## src/rtl/key_event_tracker.sv

```systemverilog
// Registered keyboard event tracker: held level, press/release pulses and frame-paced auto-repeat per key.
// Define KEY_EVENT_REPEAT_EN to compile in the auto-repeat FSMs; otherwise repeat_ev is tied low.
module key_event_tracker #(
  parameter int                      NUM_SLOTS    = 4,
  parameter int                      NUM_KEYS     = 6,
  parameter logic [8*NUM_KEYS-1:0]   KEY_CODES    = {8'h50, 8'h4F, 8'h52, 8'h07, 8'h04, 8'h1A},
  parameter int                      REPEAT_DELAY = 15,
  parameter int                      REPEAT_RATE  = 4
) (
  input  logic                   Clk,
  input  logic                   Reset,
  input  logic [8*NUM_SLOTS-1:0] keycode,
  input  logic                   keycode_valid,
  input  logic                   frame_tick,
  output logic [NUM_KEYS-1:0]    held,
  output logic [NUM_KEYS-1:0]    pressed,
  output logic [NUM_KEYS-1:0]    released,
  output logic [NUM_KEYS-1:0]    repeat_ev,
  output logic                   any_held,
  output logic                   rollover
);

  logic [NUM_KEYS-1:0] match;
  logic                rollover_rpt;
  logic                upd;
  logic [NUM_KEYS-1:0] press_ev;
  logic [NUM_KEYS-1:0] rel_ev;

  // A code of 8'h00 marks an unused key and must never match an empty slot.
  always_comb begin
    match = '0;
    for (int k = 0; k < NUM_KEYS; k++) begin
      for (int s = 0; s < NUM_SLOTS; s++) begin
        if (KEY_CODES[8*k +: 8] != 8'h00 && keycode[8*s +: 8] == KEY_CODES[8*k +: 8])
          match[k] = 1'b1;
      end
    end
  end

  always_comb begin
    rollover_rpt = 1'b1;
    for (int s = 0; s < NUM_SLOTS; s++) begin
      if (keycode[8*s +: 8] != 8'h01)
        rollover_rpt = 1'b0;
    end
  end

  assign upd      = keycode_valid & ~rollover_rpt;
  assign press_ev = upd ? (match & ~held) : '0;
  assign rel_ev   = upd ? (~match & held) : '0;
  assign any_held = |held;

  // Report capture stage: level and edge pulses land one cycle after the strobe
  always_ff @(posedge Clk or posedge Reset) begin
    if (Reset) begin
      held     <= '0;
      pressed  <= '0;
      released <= '0;
      rollover <= 1'b0;
    end else begin
      pressed  <= press_ev;
      released <= rel_ev;
      if (upd)
        held <= match;
      if (keycode_valid)
        rollover <= rollover_rpt;
    end
  end

`ifdef KEY_EVENT_REPEAT_EN
  localparam int RPT_MAX = (REPEAT_DELAY > REPEAT_RATE) ? REPEAT_DELAY : REPEAT_RATE;
  localparam int CNT_W   = $clog2(RPT_MAX + 1);
  localparam logic [CNT_W-1:0] DELAY_C = CNT_W'(REPEAT_DELAY);
  localparam logic [CNT_W-1:0] RATE_C  = CNT_W'(REPEAT_RATE);

  typedef enum logic [1:0] {ST_IDLE, ST_DELAY, ST_REPEAT} rpt_state_t;

  for (genvar k = 0; k < NUM_KEYS; k++) begin : g_rpt
    rpt_state_t       state;
    logic [CNT_W-1:0] cnt;
    logic [CNT_W-1:0] cnt_inc;
    logic             rpt_q;

    assign cnt_inc      = cnt + 1'b1;
    assign repeat_ev[k] = rpt_q;

    // Release wins over a coincident frame_tick so no stray pulse follows key-up.
    always_ff @(posedge Clk or posedge Reset) begin
      if (Reset) begin
        state <= ST_IDLE;
        cnt   <= '0;
        rpt_q <= 1'b0;
      end else begin
        rpt_q <= 1'b0;
        if (rel_ev[k]) begin
          state <= ST_IDLE;
          cnt   <= '0;
        end else begin
          case (state)
            ST_IDLE: begin
              if (press_ev[k]) begin
                state <= ST_DELAY;
                cnt   <= '0;
              end
            end
            ST_DELAY: begin
              if (frame_tick) begin
                if (cnt_inc == DELAY_C) begin
                  rpt_q <= 1'b1;
                  state <= ST_REPEAT;
                  cnt   <= '0;
                end else begin
                  cnt <= cnt_inc;
                end
              end
            end
            ST_REPEAT: begin
              if (frame_tick) begin
                if (cnt_inc == RATE_C) begin
                  rpt_q <= 1'b1;
                  cnt   <= '0;
                end else begin
                  cnt <= cnt_inc;
                end
              end
            end
            default: begin
              state <= ST_IDLE;
              cnt   <= '0;
            end
          endcase
        end
      end
    end
  end
`else
  logic unused_frame_tick;
  assign unused_frame_tick = frame_tick;
  assign repeat_ev         = '0;
`endif

endmodule

```

## config.mk

```make
export PLATFORM = sky130hd
export DESIGN_NAME = key_event_tracker
export DESIGN_NICKNAME = d
export VERILOG_FILES = /design/src/rtl/key_event_tracker.sv
export SDC_FILE = /design/constraint.sdc
export NUM_CORES = 1
export LEC_CHECK = 0
export ABC_AREA = 0
export BUFFER_PORTS_ARGS = -buffer_cell sky130_fd_sc_hd__buf_2
export CELL_PAD_IN_SITES_DETAIL_PLACEMENT = 0
export CELL_PAD_IN_SITES_GLOBAL_PLACEMENT = 2
export CORE_AREA = 2 2 71 73
export DETAILED_ROUTE_END_ITERATION = 16
export DIE_AREA = 0 0 73 75
export PLACE_DENSITY = 0.77
export SYNTH_ARGS = -nofsm -noshare
export SYNTH_HDL_FRONTEND = slang
export SYNTH_SLANG_ARGS = --single-unit
```

## constraint.sdc

```tcl
create_clock -name Clk -period 2.8 [get_ports Clk]
set_input_delay 0.56 -clock Clk [delete_from_list [all_inputs] [get_ports Clk]]
set_output_delay 0.56 -clock Clk [all_outputs]
set_load 0.02 [all_outputs]
```

**Word-level counts from Yosys, hierarchy flattened**

Cells that the tools add are included.

- Equality and inequality tests: 28
- Bitwise gates (word level): 6
- Muxes and demuxes: 30
- Reductions and logical operators: 1

Operators with widths:

| kind | count |
|---|---|
| 8-bit by 7-bit == test with 1-bit output (second input constant) | 12 |
| 8-bit by 3-bit == test with 1-bit output (second input constant) | 8 |
| 8-bit by 5-bit == test with 1-bit output (second input constant) | 4 |
| 8-bit by 1-bit inequality test with 1-bit output (second input constant) | 4 |
| 1-bit two-way mux | 28 |
| 6-bit AND | 2 |
| 6-bit two-way mux | 2 |
| 6-bit NOT | 2 |
| 6-bit OR reduction | 1 |
| 1-bit AND | 1 |
| 1-bit NOT | 1 |

- Output and inout bits: 26
- Flip-flop bits (word level): 19
- Input port bits: 36
- Logic and storage cells: 69

**Longest topological paths before layout**

- Depth after elaboration: 8
- Gate-level depth with buffers: 5
- Depth with buffers taken out: 4

**Least setup slack after synthesis**

No wires, ideal clock.

- Path type: input-to-reg
- From: in keycode[21]
- To: reg held[4]
- Stages on the path: 4
- Path buffers: 0
- Data required time: 2675 ps
- Arrival time: 1872 ps
- Setup time: 125 ps
- Slack: 803 ps
- Cell sequence: nor4_2 -> nand2_1 -> o31ai_4 -> mux2_4

- Longest elaborated chain between the ends: 5
- Elaborated cells on any way between the ends: 8
- Classes of those cells: 2 x eq/ne; 4 x mux; 2 x bitwise

Ends and longest elaborated chain:

| what | line | text |
|---|---|---|
| start: declaration | 12 | `input logic [8*NUM_SLOTS-1:0] keycode,` |
| 8-bit by 1-bit inequality test with 1-bit output | 43 | `if (keycode[8*s +: 8] != 8'h01)` |
| 1-bit two-way mux (2 in a row) | 43 |  |
| 1-bit NOT | 48 | `assign upd = keycode_valid & ~rollover_rpt;` |
| 1-bit AND | 48 |  |
| end signal: assignment | 64 | `held <= match;` |
| end: declaration | 15 | `output logic [NUM_KEYS-1:0] held,` |

Parallel ways exist; a longest one is shown, timed or not.
A chain may end at the register's enable or synchronous reset.

**Final worst setup path**

- From: in keycode[9]
- To: reg held[2]

- Longest elaborated chain between the ends: 6
- Elaborated cells on any way between the ends: 10
- Classes of those cells: 2 x eq/ne; 6 x mux; 2 x bitwise

Ends and longest elaborated chain:

| what | line |
|---|---|
| 8-bit by 1-bit inequality test with 1-bit output | 43 |
| 1-bit two-way mux (3 in a row) | 43 |
| 1-bit NOT | 48 |
| 1-bit AND | 48 |

Parallel ways exist; a longest one is shown, timed or not.

==> impl_results.md <==
- Count of filler cells inserted in the layout: 489
- Share of cells above drive strength 1: about 40%
- Run status: finished clean
- Clock Pin Slew Worst Setup and Hold Paths: about 0.070 ns
- Total met3 wirelength after detailed routing: approximately 200 µm
- Site Rows: 25
- Ys async rst share: 100%
- H-tree level count: 1
- Antenna diode count: 0
- CTS Hold Buffers Added: 0
- Final worst path period share: between 70% and 80%
- Launching element type of the critical path: input pin
- Average vias per placed instance: 5.07
- DR vias: approximately 1200
- Max_slew headroom: between 50% and 60%
- Distinct cell type count after synthesis: 32
- Final setup violation count: 0
- Leading cell types in the layout, fill and taps excluded: sky130_fd_sc_hd__buf_2 (54), sky130_fd_sc_hd__dfrtp_1 (19), sky130_fd_sc_hd__nand4b_1 (10), sky130_fd_sc_hd__nor3_1 (10), sky130_fd_sc_hd__nand4_1 (9)
- Number of hold violations in the final report: 0
- Minimum hold slack: between 0.4 and 0.5 ns
- Synthesis warning total: 0
- Measured slew at the worst slew-check pin: between 0.6 and 0.7 ns
- Critical path data arrival time: between 2 and 2.5 ns
- Post-synth top flop: sky130_fd_sc_hd__dfrtp_1
- Count of buffers inserted at the top-level ports: 54
- Maximum number of pins on one net before global-route repair: 20
- Portion of the post-synthesis area used by sequential elements: a little under two fifths
- Power per standard cell area: ~350 mW/mm²
- Maximum clock insertion buffer count: 2
- Area of the mapped netlist: approximately 0.0013 mm²
- Worst-case clock skew: between 0.0008 and 0.0009 ns
- Highest layer used for signal routing: met4
- Num CTS Buffers: 3
- Synthesis-to-layout area growth: 29.0%
- Multi-input combinational cell area: roughly 730 µm²
- Largest fanout on the critical path: 11
- Required time of the critical path: about 3.0 ns
- Iteration-0 DRC count of the detailed router: between 60 and 70
- Number of primary I/O pins: 62
- DR DRC count: 0
- Remaining number of nets flagged by the antenna check after routing: 0
- Total Die Area: approximately 0.0055 mm²
- Met2 layer wire length in the routed design: around 1700 µm
- Final Routed Wirelength: 3360 µm
- Wire length the detailed router placed on met1: about 1500 µm
- Worst hold path type: in2async
- Post-Synthesis Cells: approximately 120
- Seq cells post-synth: 19
- Net count, final: about 220
- Number of placed cells counting well taps: 230
- RSZ-0062 raised after global routing: no
- Sum of internal, switching and leakage power: ~570 µW
- GP Congestion: ~0.77
- Die width: roughly 73 µm
- Share of Yosys cell area claimed by the top area cell type: a little under two fifths
- Most frequent standard cell in the layout excluding fill and tap cells: sky130_fd_sc_hd__buf_2
- Global-route wire length before repair: 5530 µm
- Sequential Area: 475 µm²
- Achievable clock frequency: 489 MHz
- Critical path endpoint category: flop
- TritonCTS clock tree: built
- Final HPWL from detailed placement: between 2000 and 3000 µm
- Initial core utilization: ~27%
- Clock Sinks: 19
- Final Slew Violations: 0
- Clock root buffer: sky130_fd_sc_hd__clkbuf_8
- Global router's overall resource usage: between 10% and 20%
- Number of buffers inserted to repair setup after CTS: 0
- Remaining Overflow, GRT: 0
- Routed wire per std cell: approximately 14 µm
- Drt pass-1 iters: 4
- Die extent in y: 75 µm
- Class of the most critical setup path: in2reg
- Initial antenna violation count: 0
- Max Cap Viol: 0
- Final cell count without fillers: around 230
- Source-to-sink clock delay at the later pin of the worst-skew pair: between 0.2 and 0.3 ns
- Setup total negative slack: 0 ns
- Dominant cell type by area after synthesis: sky130_fd_sc_hd__dfrtp_1
- Via count of the first global-routing pass: approximately 1200
- Time the worst path needs with I/O delays and setup: 2.05 ns
- PostCTS Resize Cnt: 0
- Dominant cells by area after synthesis: sky130_fd_sc_hd__dfrtp_1 (38%), sky130_fd_sc_hd__nand4b_1 (6.9%), sky130_fd_sc_hd__nand4_1 (4.4%), sky130_fd_sc_hd__nor3_1 (3.9%), sky130_fd_sc_hd__buf_4 (3.6%)
- Leakage power: 0.000768 µW
- Number of synthesized flops with an enable pin: 0
- Peak VDD IR: roughly 0.00013 V
- Area of the core: 0.00466 mm²
- Syn Area/Cell: roughly 10 µm²
[area by class of cell]
type	instances	area share (%)
Inverter	7	1.61
Timing Repair Buffer	57	17.9
Multi-Input combinational cell	93	44.5
Clock buffer	4	2.75
Sequential cell	19	29.1
Tap cell	54	4.13
[metrics by stage]
stage	utilization, %	area, µm²	setup WS (ns)
final	35.1	1640	0.753
after global routing	35.1	1640	0.567
after CTS	35.1	1640	0.716
after detailed placement	34.1	1590	0.473
after global placement	34.1	1590	0.510
after floorplan	-	1290	0.803
[routing by layer]
| metal | global-route usage, % | vias up |
|---|---|---|
| met2 | 22.8 | 48 |
| met1 | 16.4 | 558 |
| met4 | 2.47 | 0 |
| met3 | 1.47 | 2 |
| li1 | - | 579 |
| met5 | 0 | - |
[worst paths after layout]
kind                                startpoint              endpoint  slack [ns]  cells after the start
setup reg to reg           held[3]$_DFFE_PP0P_   held[3]$_DFFE_PP0P_        1.99                      1
max in group asynchronous                Reset  pressed[1]$_DFF_PP0_        1.96                      2
setup / recovery                    keycode[9]   held[2]$_DFFE_PP0P_        0.75                      6
hold / removal                           Reset  pressed[0]$_DFF_PP0_        0.40                      2
min in group Clk           held[2]$_DFFE_PP0P_  pressed[2]$_DFF_PP0_        0.46                      1
hold reg to reg            held[2]$_DFFE_PP0P_  pressed[2]$_DFF_PP0_        0.46                      1
[worst max-delay path, stage by stage]
cell                      delay, ns
sky130_fd_sc_hd__buf_2         0.12
sky130_fd_sc_hd__nor4_4        0.36
sky130_fd_sc_hd__nand4_2       0.20
sky130_fd_sc_hd__o31ai_4       0.58
sky130_fd_sc_hd__buf_4         0.24
sky130_fd_sc_hd__mux2i_1       0.17
[registers in the layout, indices dropped and copies added (netlist names)]
name,cells
held,6
pressed,6
rollover,1
released,6
[synthesized netlist by cell type (2+ instances only)]
| master | count |
|---|---|
| sky130_fd_sc_hd__nor4bb_1 | 4 |
| sky130_fd_sc_hd__and4_1 | 2 |
| sky130_fd_sc_hd__inv_1 | 7 |
| sky130_fd_sc_hd__nand2b_1 | 2 |
| sky130_fd_sc_hd__nor2_1 | 8 |
| sky130_fd_sc_hd__nor4_4 | 2 |
| sky130_fd_sc_hd__nor4_2 | 2 |
| sky130_fd_sc_hd__nand2_1 | 3 |
| sky130_fd_sc_hd__nor4_1 | 2 |
| sky130_fd_sc_hd__nor4b_1 | 3 |
| sky130_fd_sc_hd__or4_1 | 3 |
| sky130_fd_sc_hd__and4b_1 | 2 |
| sky130_fd_sc_hd__nor2b_1 | 2 |
| sky130_fd_sc_hd__nand4_1 | 9 |
| sky130_fd_sc_hd__mux2_4 | 3 |
| sky130_fd_sc_hd__dfrtp_1 | 19 |
| sky130_fd_sc_hd__nor3b_1 | 6 |
| sky130_fd_sc_hd__mux2i_1 | 3 |
| sky130_fd_sc_hd__buf_4 | 6 |
| sky130_fd_sc_hd__nand4bb_1 | 2 |
| sky130_fd_sc_hd__nand4b_1 | 10 |
| sky130_fd_sc_hd__nor3_1 | 10 |
| sky130_fd_sc_hd__nand3_1 | 2 |
[power breakdown]
group,leakage (µW),switching [µW],internal [µW]
combinational,0.000480,67.0,42.8
sequential,0.000265,1.91,277
clock,0.0000228,83.6,101
total,0.000768,152,421
[cells by family (layout without fill, tap and decap cells)]
group           count (synthesis)  in the layout  synth area share, %
buf+inv                        14             68                 6.52
flops                          19             19                 37.5
mux                             7              7                 6.81
simple gates                   78             78                 46.4
compound gates                  2              2                 2.47
other cells                     1              6                0.296
Power figures use the tool's default switching activity.
